**src/rtl/seg_scan_driver.sv**
```systemverilog
// Time-multiplexed common-anode 7-segment scanner with frame snapshot,
// leading-zero suppression, per-digit blink, decimal points and dead time.
module seg_scan_driver #(
    parameter int DIGITS    = 4,
    parameter int SCAN_DIV  = 50000,
    parameter int BLINK_DIV = 64,
    parameter bit HEX       = 1'b0
) (
    input  logic                  clk,
    input  logic                  rst,
    input  logic                  enable,
    input  logic [4*DIGITS-1:0]   digits_in,
    input  logic [DIGITS-1:0]     dp_in,
    input  logic [DIGITS-1:0]     blink_mask,
    input  logic                  blank_lz,
    output logic [DIGITS-1:0]     an,
    output logic [7:0]            seg,
    output logic                  frame_tick
);

    localparam int CNT_W = (SCAN_DIV > 1) ? $clog2(SCAN_DIV) : 1;
    localparam int IDX_W = (DIGITS > 1) ? $clog2(DIGITS) : 1;
    localparam int FRM_W = (BLINK_DIV > 1) ? $clog2(BLINK_DIV) : 1;

    logic [CNT_W-1:0]    cnt;
    logic [IDX_W-1:0]    idx;
    logic [FRM_W-1:0]    frame_cnt;
    logic                phase;

    logic [4*DIGITS-1:0] digits_snap;
    logic [DIGITS-1:0]   dp_snap;
    logic [DIGITS-1:0]   blink_snap;
    logic                lz_snap;
    logic                phase_snap;

    logic                frame_start;
    logic [3:0]          nib;
    logic                lz_hit;
    logic                blink_hit;
    logic [DIGITS-1:0]   an_next;
    logic [7:0]          seg_next;

    function automatic logic [6:0] glyph(input logic [3:0] n);
        case (n)
            4'h0:    glyph = 7'b0000001;
            4'h1:    glyph = 7'b1001111;
            4'h2:    glyph = 7'b0010010;
            4'h3:    glyph = 7'b0000110;
            4'h4:    glyph = 7'b1001100;
            4'h5:    glyph = 7'b0100100;
            4'h6:    glyph = 7'b0100000;
            4'h7:    glyph = 7'b0001101;
            4'h8:    glyph = 7'b0000000;
            4'h9:    glyph = 7'b0000100;
            4'hA:    glyph = HEX ? 7'b0001000 : 7'b1111111;
            4'hB:    glyph = HEX ? 7'b1100000 : 7'b1111111;
            4'hC:    glyph = HEX ? 7'b0110001 : 7'b1111111;
            4'hD:    glyph = HEX ? 7'b1000010 : 7'b1111111;
            4'hE:    glyph = HEX ? 7'b0110000 : 7'b1111111;
            default: glyph = HEX ? 7'b0111000 : 7'b1111111;
        endcase
    endfunction

    assign frame_start = (cnt == '0) && (idx == '0);
    assign nib         = digits_snap[{idx, 2'b00} +: 4];
    assign blink_hit   = phase_snap && blink_snap[idx];

    // Slot k is a leading zero when it and every more-significant nibble are zero.
    always_comb begin
        lz_hit = lz_snap && (idx != '0);
        for (int k = 0; k < DIGITS; k++) begin
            if (k >= int'(idx) && digits_snap[4*k +: 4] != 4'h0)
                lz_hit = 1'b0;
        end
    end

    always_comb begin
        // NOTE: defaults first so every path assigns every output and no latch is inferred.
        an_next  = '1;
        seg_next = 8'hFF;
        if (cnt != '0 && !blink_hit) begin
            if (!lz_hit) begin
                an_next  = ~(DIGITS'(1) << idx);
                seg_next = {glyph(nib), ~dp_snap[idx]};
            end else if (dp_snap[idx]) begin
                an_next  = ~(DIGITS'(1) << idx);
                seg_next = 8'hFE;
            end
        end
    end

    always_ff @(posedge clk or posedge rst) begin
        if (rst) begin
            cnt         <= '0;
            idx         <= '0;
            frame_cnt   <= '0;
            phase       <= 1'b0;
            digits_snap <= '0;
            dp_snap     <= '0;
            blink_snap  <= '0;
            lz_snap     <= 1'b0;
            phase_snap  <= 1'b0;
            an          <= '1;
            seg         <= 8'hFF;
            frame_tick  <= 1'b0;
        end else if (!enable) begin
            // NOTE: non-blocking for all state so every register samples pre-edge values.
            cnt        <= '0;
            idx        <= '0;
            an         <= '1;
            seg        <= 8'hFF;
            frame_tick <= 1'b0;
        end else begin
            an         <= an_next;
            seg        <= seg_next;
            frame_tick <= frame_start;

            // The blink phase joins the snapshot, so a toggle shows from the following frame.
            if (frame_start) begin
                digits_snap <= digits_in;
                dp_snap     <= dp_in;
                blink_snap  <= blink_mask;
                lz_snap     <= blank_lz;
                phase_snap  <= phase;
                if (frame_cnt == FRM_W'(BLINK_DIV - 1)) begin
                    frame_cnt <= '0;
                    phase     <= ~phase;
                end else begin
                    frame_cnt <= frame_cnt + 1'b1;
                end
            end

            if (cnt == CNT_W'(SCAN_DIV - 1)) begin
                cnt <= '0;
                idx <= (idx == IDX_W'(DIGITS - 1)) ? '0 : idx + 1'b1;
            end else begin
                cnt <= cnt + 1'b1;
            end
        end
    end

endmodule

```
**config.mk**
```make
export PLATFORM = sky130hd
export DESIGN_NAME = seg_scan_driver
export DESIGN_NICKNAME = d
export VERILOG_FILES = /design/src/rtl/seg_scan_driver.sv
export SDC_FILE = /design/constraint.sdc
export NUM_CORES = 1
export LEC_CHECK = 0
export CORE_MARGIN = 10
export CORE_UTILIZATION = 30
export DETAILED_ROUTE_END_ITERATION = 7
export GPL_TIMING_DRIVEN = 1
export PLACE_DENSITY_LB_ADDON = 0.15
export SLEW_MARGIN = 20
export SYNTH_ARGS = -nofsm -noshare
export SYNTH_HDL_FRONTEND = slang
export SYNTH_SLANG_ARGS = --single-unit
```
**constraint.sdc**
```tcl
create_clock -name clk -period 2.6 [get_ports clk]
set_input_delay 0.39 -clock clk [delete_from_list [all_inputs] [get_ports clk]]
set_output_delay 0.39 -clock clk [all_outputs]
set_load 0.005 [all_outputs]
```
==> After elaboration in Yosys (flattened, before gate mapping) <==
Memory sizes are Yosys's and may differ from the RTL's.
Cells that the tools add are included.
{ "word_totals": {"ff_bits": 64, "mem_bits_ro": 112, "input_bits": 28, "output_inout_bits": 13, "wordCells": 70, "mem_count": 1} }
{ "op_classes": {"n_addsub": 3, "n_lt_le_gt_ge": 4, "eq_ne": 4, "shifts": 2, "mux": 23, "n_bitwise": 3, "n_reduce_logical": 18} }
{ "mem_list": {"columns": ["name", "words", "word_bits", "read_ports", "rd_ports_with_merged_regs", "wr", "line_no", "rtl"], "rows": [
  ["(name not given)", 16, 7, 1, 0, 0, "44", "case (n)"]
]} }
{ "ops": {"columns": ["op", "n"], "rows": [
  ["$mux W16", 2],
  ["$mux W8", 3],
  ["$add A16 B1 Y16 const B", 1],
  ["$eq A16 B16 Y1 const B", 1],
  ["$logic_not A16 Y1", 1],
  ["$mux W4", 4],
  ["$reduce_bool A16 Y1", 1],
  ["$reduce_bool A4 Y1", 4],
  ["$shiftx A16 B5 Y4", 1],
  ["$mux W1", 8],
  ["$logic_and A1 B1 Y1", 7],
  ["$add A6 B1 Y6 const B", 1],
  ["$eq A6 B6 Y1 const B", 1],
  ["$mux W2", 3],
  ["$mux W6", 1],
  ["$bmux W1 S2", 2],
  ["$ge A1 B2 Y1 const A", 2],
  ["$not A4 Y4", 1],
  ["$shl A1 B2 Y4 const A", 1],
  ["$lt A2 B3 Y1 const B", 1],
  ["$reduce_and A3 Y1", 1],
  ["$add A2 B1 Y2 const B", 1],
  ["$eq A2 B2 Y1 const B", 1],
  ["$ge A2 B2 Y1 const A", 1],
  ["6 further kinds", 7]
]} }

==> Longest topological paths before layout <==
Gate-level depths: netlist (run 1).
{ "logic_depth": {"depth_word": 9, "mapped_depth": 8, "mapped_depth_nobuf": 7} }

==> Worst setup path before layout (run 1) <==
OpenSTA, ideal clock, no wires.
{ "synth_path": {"path_kind": "register -> register", "start": "register idx[1]", "end": "register seg[3]", "arrival_ns": 1.843, "required_time_ns": 2.510, "setup_slack_ns": 0.667, "path_stages_with_launch": 9, "n_path_buf": 1, "period_less_slack_ns": 1.933, "path_cell_list": "dfrtp_1 -> buf_6 -> mux4_2 -> inv_1 -> ha_1 -> inv_1 -> mux2_2 -> o2bb2ai_1 -> nand3_1"} }
{ "synth_via": {"elab_chain_len": 9} }
{ "synth_lines": {"columns": ["item", "line_no", "rtl"], "rows": [
  ["start, declared", "26", "logic [IDX_W-1:0] idx;"],
  ["start signal, assigned", "135", "idx <= (idx == IDX_W'(DIGITS - 1)) ? '0 : idx + 1'b1;"],
  ["parallel branches: the longest is 7 deep, another holds $mem_v2 Z16 W7", null, null],
  ["$mux W8 (*)", "81", "if (cnt != '0 && !blink_hit) begin"],
  ["$mux W8 (*)", "106", "end else if (!enable) begin"],
  ["end signal, assigned", "115", "seg <= seg_next;"],
  ["end, declared", "17", "output logic [7:0] seg,"]
]} }
Every way passes the cells marked *. The select of a mux whose other input is x is not followed.
A chain may end at the register's enable or synchronous reset.

==> Worst setup path after layout (run 1) <==
{ "layout_path": {"start": "register idx[1]", "end": "register seg[5]"} }
Same word-level chain as after synthesis.

==> results of run 1 <==
==> how the worst max path moves through the flow <==
stage               startpoint            end  slack, ns  cells past startpoint
floorplan                  rst  blink_snap[0]       0.63                      1
global placement        idx[1]         seg[6]       0.24                      6
global route            idx[1]         seg[5]       0.01                      6
detailed placement      idx[1]         seg[5]       0.27                      6
CTS                     idx[1]         seg[5]       0.26                      6
finish                  idx[1]         seg[5]       0.25                      6
==> metal layers <==
layer | global-route usage | vias up | wire, µm
li1 | - | 1023 | -
met1 | 0.134 | 1020 | 3420
met2 | 0.147 | 37 | 2980
met3 | 0.0301 | 4 | 340
met4 | 0.0349 | 0 | 50
met5 | 0 | - | 0
==> synth_stat cells, types with 6 or more instances <==
cell,n,area [µm²]
o21ai_0,6,30.0
inv_1,12,45.0
nand4_1,10,62.6
xor2_1,12,105
ha_1,13,163
mux2_1,20,225
mux2_2,9,101
nand3_1,13,65.1
mux4_2,6,135
nand2_1,12,45.0
nor2_1,16,60.1
dfstp_2,12,315
dfrtp_1,52,1300
==> kinds of logic after synthesis <==
logic type	after synthesis	share of synthesized area
muxes	36	0.149
xor gates and xnor gates	15	0.0412
and+or+nand+nor	85	0.167
buffers and inverters	22	0.0373
AOI/OAI and AO/OA	24	0.0478
DFF	64	0.507
adders and majority gates	13	0.0510
==> placed cells by master (no fill, tap or decap), types with 5 or more instances in the layout <==
cell type,synthesis,routed
clkbuf_1,3,5
clkbuf_8,0,10
clkdlybuf4s50_1,0,40
dfrtp_1,52,52
dfstp_2,12,12
ha_1,13,13
inv_1,12,11
mux2_1,20,20
mux2_2,9,9
mux4_2,6,6
nand2_1,12,12
nand3_1,13,13
nand4_1,10,10
nor2_1,16,16
o21ai_0,6,6
xor2_1,12,12
==> report_power, final <==
part / switching, mW / internal, mW / total [mW] / leakage [nW]
Clock: 0.367 / 0.374 / 0.740 / 0.0817
Combinational: 0.245 / 0.306 / 0.552 / 0.745
Sequential: 0.121 / 1.18 / 1.30 / 0.780
==> sequential cells by signal, indices dropped and copies added (netlist names) <==
name	count
idx	2
phase_snap	1
dp_snap	4
digits_snap	16
lz_snap	1
frame_cnt	6
cnt	16
an	4
seg	8
frame_tick	1
blink_snap	4
phase	1
==> per-stage QoR <==
step           power (mW)   util  hold slack [ns]
2_1_floorplan        1.67      -            0.436
4_1_cts              2.63  0.380            0.373
5_1_grt              2.76  0.380            0.395
6_report             2.59  0.380            0.368
3_5_place_dp         1.87  0.364            0.461
3_3_place_gp         1.87  0.364            0.453
==> final cells by class <==
| cell class | instances | area share |
|---|---|---|
| clock buffers | 15 | 0.0399 |
| clock inverters | 1 | 0.00128 |
| inverters | 12 | 0.0115 |
| multi-input cells | 173 | 0.371 |
| flip-flops and latches | 64 | 0.413 |
| well taps | 136 | 0.0434 |
| repair buffers | 46 | 0.120 |
==> worst register-to-register path, delay by kind of cell, from the launching register on <==
kind,cells,cell delay (ns)
flip-flops,1,0.70
adder cells (fa/ha/maj),1,0.29
AND/OR/NAND/NOR,4,1.13
buffers and inverters,1,0.16
==> out/results.tsv, run 1 <==
stage	metric	value	unit
timing	fin_worst_skew	0.0110	ns
layout	num_antenna_cells	0	
detailed_routing	num_vias	2084	
worst_setup_path	critical_path.top_delay_family	simple AND/OR/NAND/NOR gates	
detailed_routing	routedWlPerCell	15.2	µm
worst_setup_path	rrSetupSlack	0.25	ns
layout	stdcell_count	447	
synthesis	yosysUniqueCellTypes	50	
floorplanning	ioPinCount	41	
timing	hold_viol_final	0	
worst_setup_path	worstSetupPathType	reg -> reg	
timing	fin_ws	0.254	ns
synthesis	ys_warn_count	0	
clocking	post_cts_buffers	0	
placement	dp.cells	431	
floorplanning	die_y	123	µm
placement	place_area	3760	µm²
clocking	clk_path_buf_depth	2	
global_routing	grt_usage	0.0992	
worst_setup_path	required	2.86	ns
synthesis	synth_seq_cells	64	
clocking	cts.root.buffer_cell	clkbuf_8	
worst_hold_path	hold_class	in -> async	
timing	fmax	0.426	GHz
detailed_routing	drt_wl_total	6.79	mm
floorplanning	core.rowCount	37	
run_status	status	completed	
layout	drive_gt1_frac	0.183	
detailed_routing	detail-route-antenna-nets	0	
clocking	clk_pin_slew	0.07	ns
synthesis	synth_area	3190	µm²
timing	tns	0	ns
timing	layout_min_cycle_time	2.35	ns
timing	setup_viol	0	
global_routing	antenna_found_initial	0	
power_and_ir_drop	leakage	1.61	nW
worst_setup_path	arrival	2.61	ns
timing	tightest_slew	0.569	ns
worst_setup_path	r2r_end	seg[5]	
layout	seq_area	1620	µm²
global_routing	grt_pass1_vias	2231	
layout	multi_input_area	1460	µm²
timing	fin_crit_sh	0.902	
layout	area_delta_synth_final	22.8	%
detailed_routing	drtIter0Drc	86	
clocking	htreeDepth	3	
floorplanning	initial_core_util	0.309	
global_routing	grt_max_degree	29	
clocking	cts_tree	done	
worst_setup_path	crit_path_end_kind	flop	
clocking	cts_resized	0	
placement	place_congestion	0.763	
floorplanning	core	10300	µm²
worst_setup_path	start_kind	flop	
worst_setup_path	crit_path_top_delay_cell	dfrtp_1	
worst_setup_path	path_cells	inv_1 > ha_1 > nor4b_1 > nand2_1 > or3b_1 > nand4_1	
worst_setup_path	cp_max_fo	11	
clocking	clk_latency	0.33	ns
worst_setup_path	rr_worst_depth	6	
clocking	cts_hold_buf	0	
placement	dpl_worst_slack	0.274	ns
floorplanning	dieArea	15200	µm²
layout	final_area	3920	µm²
worst_setup_path	r2r_start	idx[1]	
clocking	cts_made_buffers	9	
synthesis	synth_cells	259	
worst_setup_path	critical_path.max_stage_delay	0.70	ns
placement	place_hpwl	4.94	mm
timing	relSlewSlack	0.621	
timing	grt_setup_unrepaired	false	
clocking	cts_sinks	64	
synthesis	seq_area_frac_synth	0.507	
global_routing	grt_pass1_wl	11.8	mm
synthesis	async_reset_ff_frac	1.00	
power_and_ir_drop	cellPowerDensity	661	nW/µm²
synthesis	ys.flop_type	dfrtp_1	
detailed_routing	drc_errors	0	
synthesis	synth_edf_count	0	
synthesis	syn-num-nets	300	
placement	portBuffers	40	
detailed_routing	viasPerCell	4.66	
worst_setup_path	critPathBufInv	1	
run	drv_cap	0	
power_and_ir_drop	vdd_drop_max	0.216	mV
synthesis	avgSynthCellArea	12.3	µm²
layout	fillers	1008	
layout	final_nets	347	
floorplanning	die_w	123	µm
global_routing	grt_overflow	0	
timing	drv_slew	0	
detailed_routing	first_pass_iters	4	
No activity file was read; power rests on OpenSTA's default activity.
==> run 2, diff against run 1 <==
--- a/config.mk
+++ b/config.mk
@@ -5,9 +5,11 @@
 export SDC_FILE = /design/constraint.sdc
 export NUM_CORES = 1
 export LEC_CHECK = 0
+export CAP_MARGIN = 20
 export CORE_MARGIN = 10
 export CORE_UTILIZATION = 30
 export DETAILED_ROUTE_END_ITERATION = 7
+export GPL_ROUTABILITY_DRIVEN = 0
 export GPL_TIMING_DRIVEN = 1
 export PLACE_DENSITY_LB_ADDON = 0.15
 export SLEW_MARGIN = 20
==> results of run 2 <==
Final layout, timing and power as in run 1 (identical DEF).
